## config.mk

```make
export PLATFORM = sky130hd
export DESIGN_NAME = mem_arbiter
export DESIGN_NICKNAME = d
export VERILOG_FILES = /design/src/rtl/mem_arbiter.sv
export SDC_FILE = /design/constraint.sdc
export NUM_CORES = 1
export LEC_CHECK = 0
export CORE_AREA = 2 2 104 106
export CTS_CLUSTER_SIZE = 14
export DETAILED_ROUTE_END_ITERATION = 12
export DIE_AREA = 0 0 106 108
export GPL_ROUTABILITY_DRIVEN = 0
export PLACE_DENSITY = 0.57
export SLEW_MARGIN = 20
export SYNTH_ARGS = -nofsm -noshare
export SYNTH_HDL_FRONTEND = slang
export SYNTH_SLANG_ARGS = --single-unit
```

## constraint.sdc

```tcl
create_clock -name clk -period 1.8 [get_ports clk]
set_input_delay 0.27 -clock clk [delete_from_list [all_inputs] [get_ports clk]]
set_output_delay 0.27 -clock clk [all_outputs]
set_load 0.05 [all_outputs]
```

## src/rtl/mem_arbiter.sv

```systemverilog
// Two-port (instruction fetch / data) arbiter in front of a single-port memory
// with one-cycle read latency. Optional fetch starvation guard: ARB_STARVE_GUARD_EN.
module mem_arbiter #(
   parameter int DATA_WIDTH   = 32,
   parameter int STARVE_LIMIT = 4
) (
   input  logic                  clk,
   input  logic                  rst_n,
   input  logic                  if_req,
   input  logic [DATA_WIDTH-1:0] if_addr,
   output logic                  if_gnt,
   output logic                  if_rvalid,
   output logic [DATA_WIDTH-1:0] if_rdata,
   input  logic                  d_req,
   input  logic                  d_we,
   input  logic [DATA_WIDTH-1:0] d_addr,
   input  logic [DATA_WIDTH-1:0] d_wdata,
   output logic                  d_gnt,
   output logic                  d_rvalid,
   output logic [DATA_WIDTH-1:0] d_rdata,
   output logic [DATA_WIDTH-1:0] mem_addr,
   output logic [DATA_WIDTH-1:0] mem_wdata,
   output logic                  mem_write,
   input  logic [DATA_WIDTH-1:0] mem_rdata
);

   // state | meaning
   // IDLE  | no read response due this cycle
   // RSP_I | mem_rdata this cycle answers the fetch port
   // RSP_D | mem_rdata this cycle answers the data port
   typedef enum logic [1:0] {
      IDLE  = 2'd0,
      RSP_I = 2'd1,
      RSP_D = 2'd2
   } state_t;

   state_t state;
   logic   fetch_first;

`ifdef ARB_STARVE_GUARD_EN
   localparam int CW = $clog2(STARVE_LIMIT + 2);
   logic [CW-1:0] starve_cnt;

   assign fetch_first = (starve_cnt == CW'(STARVE_LIMIT));

   always_ff @(posedge clk or negedge rst_n) begin
      if (!rst_n) begin
         starve_cnt <= '0;
      end else if (!if_req || if_gnt) begin
         starve_cnt <= '0;
      end else if (starve_cnt != CW'(STARVE_LIMIT)) begin
         starve_cnt <= starve_cnt + 1'b1;
      end
   end
`else
   // Strict data priority; the limit only matters with the guard built in.
   assign fetch_first = (STARVE_LIMIT < 0);
`endif

   // Grants are gated by rst_n so nothing reaches the memory during reset.
   assign if_gnt = rst_n & if_req & (~d_req | fetch_first);
   assign d_gnt  = rst_n & d_req & ~if_gnt;

   always_comb begin
      mem_addr  = '0;
      mem_wdata = '0;
      mem_write = 1'b0;
      if (if_gnt) begin
         mem_addr = if_addr;
      end else if (d_gnt) begin
         mem_addr  = d_addr;
         mem_wdata = d_wdata;
         mem_write = d_we;
      end
   end

   always_ff @(posedge clk or negedge rst_n) begin
      if (!rst_n) begin
         state <= IDLE;
      end else if (if_gnt) begin
         state <= RSP_I;
      end else if (d_gnt && !d_we) begin
         state <= RSP_D;
      end else begin
         state <= IDLE;
      end
   end

   // A single state register makes simultaneous rvalids unreachable.
   assign if_rvalid = (state == RSP_I);
   assign d_rvalid  = (state == RSP_D);
   assign if_rdata  = mem_rdata;
   assign d_rdata   = mem_rdata;

endmodule

```

; ---- Word-level counts from Yosys, hierarchy flattened
; Index checks and enable logic that the tools add are counted.
; W data, S select, Z words.
[classes]
eq_ne = 2
muxes = 8
bitwise = 6
reduce_logical = 2
[op_table]
columns = op, n
row1 = $mux W32, 4
row2 = $and A1 B1 Y1, 4
row3 = $mux W2, 2
row4 = $eq A2 B1 Y1 const B, 1
row5 = $eq A2 B2 Y1 const B, 1
row6 = $mux W1, 2
row7 = $not A1 Y1, 2
row8 = $logic_and A1 B1 Y1, 1
row9 = $logic_not A1 Y1, 1
[word_totals]
regBits = 2
inputBits = 133
output_inout_bits = 133
word_cells = 19

; ---- Logic depth before layout (Yosys ltp)
[depth]
depth_word = 7
depth_mapped = 4
mapped_depth_nobuf = 2

; ---- Worst setup path after synthesis
; Ideal clock, no wire load.
[synth_timing]
kind = input port to output port
start = input if_req
end = output if_gnt
arrival_time_ns = 1.197
t_required_ns = 1.530
path_slack_ns = 0.333
stages = 3
path_buffers = 2
cell_sequence = buf_1 -> clkbuf_1 -> and2_1
[synth_via]
elab_chain_cells = 2
[synth_lines]
columns = element, line
row1 = "start, declared", 9  ; input logic if_req,
row2 = $and A1 B1 Y1 (2 in a row), 61  ; assign if_gnt = rst_n & if_req & (~d_req | fetch_first);
row3 = "end, declared", 11  ; output logic if_gnt,
; Every way passes these cells.

; ---- Worst setup path after layout
[layout_timing]
start = input d_req
end = output mem_addr[26]
[layout_via]
elab_chain_cells = 6
elab_cells_between_ends = 7
cone_classes = 2 x mux / 5 x bitwise
[layout_lines]
columns = element, line
row1 = "start, declared", 14  ; input logic d_req,
row2 = $not A1 Y1, 61
row3 = $and A1 B1 Y1, 61
row4 = $not A1 Y1, 62  ; assign d_gnt = rst_n & d_req & ~if_gnt;
row5 = $and A1 B1 Y1, 62
row6 = $mux W32, 70  ; end else if (d_gnt) begin
row7 = $mux W32 *, 68  ; if (if_gnt) begin
row8 = "end, declared", 21  ; output logic [DATA_WIDTH-1:0] mem_addr,
; Mark *: on every way between the ends. The rest lies on a longest branch, timed or not.

==> results.py <==
metrics = {
    "outcome": {
        "status": "finished clean",
    },
    "cells_and_area": {
        "num-fill-cells": 1034,
        "layout_common_cells": "sky130_fd_sc_hd__clkdlybuf4s50_1 (98), sky130_fd_sc_hd__buf_12 (70), sky130_fd_sc_hd__a32o_2 (32)",
        "flow.area_growth_from_synthesis_pct": 167,
        "antenna_cells": 0,
        "fin_cells": 393,
        "finalNetCount": 392,
        "multi_input_gate_area_um2": 618,
        "drive_gt1_frac": 0.471,
        "layout_commonest_cell": "sky130_fd_sc_hd__clkdlybuf4s50_1",
        "regMostFlops": "state",
        "max_reg_flops": 2,
        "sequential_cell_area_um2": 50.0,
        "reg.largest.list": "state: 2 flops",
    },
    "setup_path": {
        "timing.critical_path.fanout_max": 17,
        "cp_slowest_stage_delay_ns": 0.29,
        "endpoint_kind": "output port",
        "crit_path_cell_trace": "dlygate4sd2_1 -> and2_4 -> bufbuf_16 -> a32o_2 -> buf_12",
        "critical_path_required_ns": 1.53,
        "cp-start-kind": "primary input",
        "slowest_stage_cell_crit_path": "sky130_fd_sc_hd__dlygate4sd2_1",
        "critical_path_arrival_ns": 1.44,
        "kind_of_critical_path": "in -> out",
    },
    "cts": {
        "worst_setup_hold_path_clk_slew_ns": 0.03,
        "clock_tree.buffer_depth": 2,
        "cts_buffers": 3,
        "post_cts_hold_buffer_count": 0,
        "clock_tree_from_tritoncts": "built",
        "htree_levels": 1,
        "cts_resized": 5,
        "cts_root_buffer": "sky130_fd_sc_hd__clkbuf_8",
        "cts_num_sinks": 2,
        "post_cts.repair.setup_buffers": 0,
    },
    "power": {
        "vdd_drop_max_v": 0.000153,
        "cellPowerDensity_mw_per_mm2": 366,
        "seq_power_share": 0.039,
        "share_clk_of_total_power": 0.139,
        "power.net_switching_w": 0.000494,
        "total_leakage_power_nw": 1.56,
        "p_comb_frac": 0.822,
        "switching_share": 0.398,
        "cell_internal_pwr_w": 0.000747,
    },
    "synthesis": {
        "yosysSeqAreaShare": 0.0394,
        "synth.cell_area_mm2": 0.00127,
        "synth.ff_latch_count": 2,
        "ys_warn_count": 0,
        "ys_types": 11,
        "syn-mean-instance-area_um2": 8.19,
        "cell_count_after_synthesis": 155,
        "net_count_after_synthesis": 288,
    },
    "placed_design": {
        "place_hpwl_um": 5200,
        "setup_ws_pre_cts_ns": -0.124,
        "placement.io_buffers": 169,
        "number_of_cells_after_detailed_placement": 389,
    },
    "grt": {
        "overflow": 0,
        "first_global_vias": 1640,
        "grt_usage": 0.104,
        "grt_first_pass_wirelength_um": 9250,
        "grt_max_degree": 28,
        "grt_antenna_before_repair": 0,
    },
    "die": {
        "design.core.area_mm2": 0.0102,
        "design.portCount": 266,
        "floorplan.initialDensity": 0.124,
        "row_count": 37,
        "die_extent_in_y_um": 108,
        "die_footprint_mm2": 0.0114,
        "die_boundary_width_um": 106,
    },
    "detailed_routing": {
        "route.detailed.vias_per_inst": 3.95,
        "num_vias": 1552,
        "ant_nets": 0,
        "drtPass1Iterations": 4,
        "detail_route.wl_per_cell_um": 16.6,
        "drt-total-wl_um": 6510,
        "first_iter_violations": 40,
        "drt_drc_violations_left": 0,
    },
    "timing": {
        "worst_slew_pin_slew_ns": 0.208,
        "report.final.hold_viol_count": 0,
        "final.period_utilization": 0.950,
        "slew_viol_final": 0,
        "fmaxAchievable_mhz": 585,
        "slew_headroom": 0.861,
        "final_critical_path_setup_slack_ns": 0.0900,
        "finalCriticalPeriod_ns": 1.71,
        "count_of_final_setup_violators": 0,
        "grt_setup_unrepaired": "no",
    },
    "flow_run": {
        "drv.max_cap_violation_count": 0,
    },
    "hold_path": {
        "min_delay_path_class": "in -> async",
    },
}
[worst max-delay path: cells and delay by family]
| kind | cells | cell delay (ns) |
|---|---|---|
| buf+inv | 3 | 0.73 |
| compound gates | 1 | 0.25 |
| simple gates | 1 | 0.18 |
[synthesized netlist by cell type]
master / count / share of area
sky130_fd_sc_hd__a32o_2: 32 / 0.28
sky130_fd_sc_hd__and2_1: 2 / 0.0099
sky130_fd_sc_hd__and3_1: 30 / 0.15
sky130_fd_sc_hd__and3_2: 3 / 0.018
sky130_fd_sc_hd__buf_1: 1 / 0.0030
sky130_fd_sc_hd__buf_4: 66 / 0.39
sky130_fd_sc_hd__buf_6: 3 / 0.027
sky130_fd_sc_hd__buf_8: 3 / 0.035
sky130_fd_sc_hd__clkbuf_1: 9 / 0.027
sky130_fd_sc_hd__dfrtp_1: 2 / 0.039
sky130_fd_sc_hd__nor2b_1: 4 / 0.020
[power groups by stage]
stage	Combinational, W	Sequential, W	Clock (W)
floorplan	0.000796	0.0000481	0
global placement	0.00101	0.0000482	0
detailed placement	0.00101	0.0000483	0
global route	0.00106	0.0000482	0.000189
CTS	0.00103	0.0000479	0.000179
finish	0.00102	0.0000479	0.000173
[worst max-delay path by stage]
stage                start            to  slack, ns  cells after the start
finish               d_req  mem_addr[26]       0.09                      5
global placement     rst_n  mem_addr[15]      -0.09                      5
global route         d_req  mem_addr[17]       0.04                      5
floorplan           if_req        if_gnt       0.33                      3
detailed placement   rst_n  mem_addr[27]      -0.12                      5
CTS                  d_req  mem_addr[24]       0.09                      5
[per-layer routing]
layer	wire (um)	share of wire	vias up	track usage
met4	148	0.023	0	0.0395
met3	627	0.096	28	0.0277
met1	2300	0.35	716	0.109
met5	0	0	-	0
li1	-	-	719	-
met2	3430	0.53	89	0.198
[layout make-up]
type | count | area share
multi-input combinational | 71 | 0.182
tap | 136 | 0.0502
timing repair buffer | 181 | 0.740
sequential | 2 | 0.0148
clock buffer | 3 | 0.0122
[cell families (layout without fill, tap and decap cells)]
kind of cell / Yosys count / count (layout) / share of synthesized area
buf+inv: 82 / 184 / 0.482
flops: 2 / 2 / 0.0394
compound gates: 32 / 32 / 0.284
simple gates: 39 / 39 / 0.195
[metrics by stage]
step	total power, W	TNS (ns)	area, um^2	hold WS [ns]	util
final	0.00124	0	3390	0.202	0.331
after floorplan	0.000844	0	1270	-0.0256	-
after global placement	0.00105	-2.59	3310	0.540	0.323
after detailed placement	0.00106	-3.09	3310	0.540	0.323
after CTS	0.00126	0	3390	0.200	0.331
after global routing	0.00129	0	3390	0.234	0.331
Power figures use the tool's default switching activity.
==> RTL change, RTL diff (same settings) <==
The option `ARB_STARVE_GUARD_EN` is turned on by a define.
--- a/src/rtl/mem_arbiter.sv
+++ b/src/rtl/mem_arbiter.sv
@@ -1,5 +1,7 @@
 // Two-port (instruction fetch / data) arbiter in front of a single-port memory
 // with one-cycle read latency. Optional fetch starvation guard: ARB_STARVE_GUARD_EN.
+`define ARB_STARVE_GUARD_EN
+
 module mem_arbiter #(
    parameter int DATA_WIDTH   = 32,
    parameter int STARVE_LIMIT = 4
Formal check against the unedited RTL: not equivalent (Yosys sat finds a counterexample within 10 cycles, from zero or initial values and one cycle with rst_n low).
==> RTL change against the original RTL <==
The flow now finishes with violations (negative setup slack). Setup slack got worse by 240 ps. Area after synthesis increased by 32%. Via count increased by 47%. Die area unchanged. Cell area increased by 21%. Sequential cell count increased by 3. Combinational power increased by 9.8%. Routed wire length increased by 35%. Power increased by 18%. Global-route usage increased by 4.3 points. Critical path type is now reg2out.
==> RTL change: results (changes against the original RTL) <==
clk_transition_reported_paths_ps: 40
status: "finished with violations"
fillers: 1040  # +0.58%
fin_worst_skew_ps: 2.423
clk_latency_ps: 220
clock_path_buffers: 2  # unchanged
overflow: 0  # unchanged
root_buffer: "clkbuf_8"
max_stage_delay_ps: 390  # +100 ps
synthArstFlopShare_pct: 100.0  # unchanged
diodes: 0  # unchanged
p_leak_nw: 1.559  # +0.17%
setup_viol: 67  # +67
seq_area_frac_synth_pct: 7.479  # +3.5 points
port_buffers: 169  # unchanged
antenna_found_initial: 0  # unchanged
hold_path_class: "in2async"
cpMaxStageDelayCell: "dfrtp_1"
ir_drop_v: 0.0001769  # +16%
synth_common_cells: "buf_4 (67), nand3_1 (65), and3_1 (34)"
synth_area_leaders: "buf_4 (30%), nand3_1 (19%), and3_1 (13%)"
cp_max_fo: 5  # -12
first_global_vias: 2497  # +52%
synthFlopType: "dfrtp_1"
fin_ws_ps: -152.2  # -242.1 ps
grt_util_met1_pct: 14.88  # +4.0 points
dp_hpwl_mm: 6.374  # +23%
cts_max_level: 1  # unchanged
violations: "negative setup slack"
largestRegisters: "starve_cnt (3), state (2)"
wl_mm: 8.777  # +35%
syn-num-nets: 387  # +34%
grtUsageTotal_pct: 14.71  # +4.3 points
vias_per_cell: 4.566  # +16%
cts_buffers: 3  # unchanged
grt_use_met2_pct: 28.39  # +8.6 points
first_pass_iters: 4  # unchanged
yosys_warnings: 0  # unchanged
ys_types: 23  # +12
grt_first_pass_wirelength_mm: 13.12  # +42%
nets: 500  # +28%
grt_max_degree: 57  # +100%
drive_gt1_share_pct: 48.63  # +1.5 points
drt_iter0_drc: 83  # +110%
worst_slew_pin_slew_ps: 305.0  # +97.18 ps
use_met3_pct: 4.159  # +1.4 points
[RTL change: cell count changes after synthesis, moves of 4 or more]
cell	unedited run	this run
nand3_1	0	65
and3_1	30	34
a32o_2	32	0
buf_2	0	12
o22ai_1	0	32
[RTL change: final timing paths]
kind / from / endpoint / slack [ps] / cells after the start
setup / recovery: starve_cnt[1] / mem_addr[19] / -150 / 9
hold / removal: rst_n / state[0] / 50 / 2
setup reg to reg: starve_cnt[1] / starve_cnt[2] / 310 / 6
hold reg to reg: starve_cnt[0] / starve_cnt[0] / 560 / 2
max in group asynchronous: rst_n / state[1] / 1580 / 2
min in group clk: mem_rdata[0] / d_rdata[0] / 540 / 0
[RTL change: cells by family (layout without fill, tap and decap cells)]
logic type,count (synthesis),count (layout),share of synthesized area (%)
AO/OA/AOI/OAI,37,37,14.44
adder cells (fa/ha/maj),2,2,1.496
buffers and inverters,95,207,39.27
flip-flops,5,5,7.479
multiplexers,1,1,0.6731
AND/OR/NAND/NOR,112,112,36.65
[RTL change: per-stage QoR]
stage / setup WS (ps) / std cells / hold WS, ps / setup TNS, ps / instance area [um2]
after global routing: -204.0 / 500 / 64.66 / -10310 / 4081
after CTS: -166.0 / 498 / 46.96 / -6953 / 4020
after detailed placement: -251.3 / 481 / 280.6 / -9724 / 3243
after floorplan: -204.5 / 252 / -25.59 / -1079 / 2012
after global placement: -228.5 / 481 / 286.6 / -8673 / 3243
final: -152.2 / 500 / 46.71 / -6710 / 4081
[RTL change: what timing repair did]
item                                   CTS  global route
setup endpoints to repair               67            67
cloned                                   6             1
gates resized for setup                125            10
buffers inserted                         7             3
pin swaps                                2             5
endpoints found under the hold margin    0             0
[RTL change: critical path, delay by kind of cell, from the launching register on]
| kind | cells | cell delay (ps) |
|---|---|---|
| buffers and inverters | 6 | 760 |
| flip-flops | 1 | 390 |
| AO/OA/AOI/OAI | 2 | 150 |
| adder cells (fa/ha/maj) | 1 | 150 |
[RTL change: cell type report]
cell class / instances / area [um2] / share of cell area (%)
inverter: 2 / 7.507 / 0.1839
sequential: 5 / 125.1 / 3.066
tap: 136 / 170.2 / 4.169
clock buffer: 4 / 45.04 / 1.104
timing repair buffer: 201 / 2267 / 55.55
multi-input combinational: 152 / 1466 / 35.93
[RTL change: power breakdown]
group | switching (mW) | internal (mW)
clock | 0.0593 | 0.152
sequential | 0.00442 | 0.119
combinational | 0.565 | 0.559
total | 0.629 | 0.831
[RTL change: metal layers]
layer  part of all wire, %  vias up
met3                   8.8       32
met4                   3.3        0
met1                    33     1069
li1                      -     1069
met5                     0        -
met2                    55      113
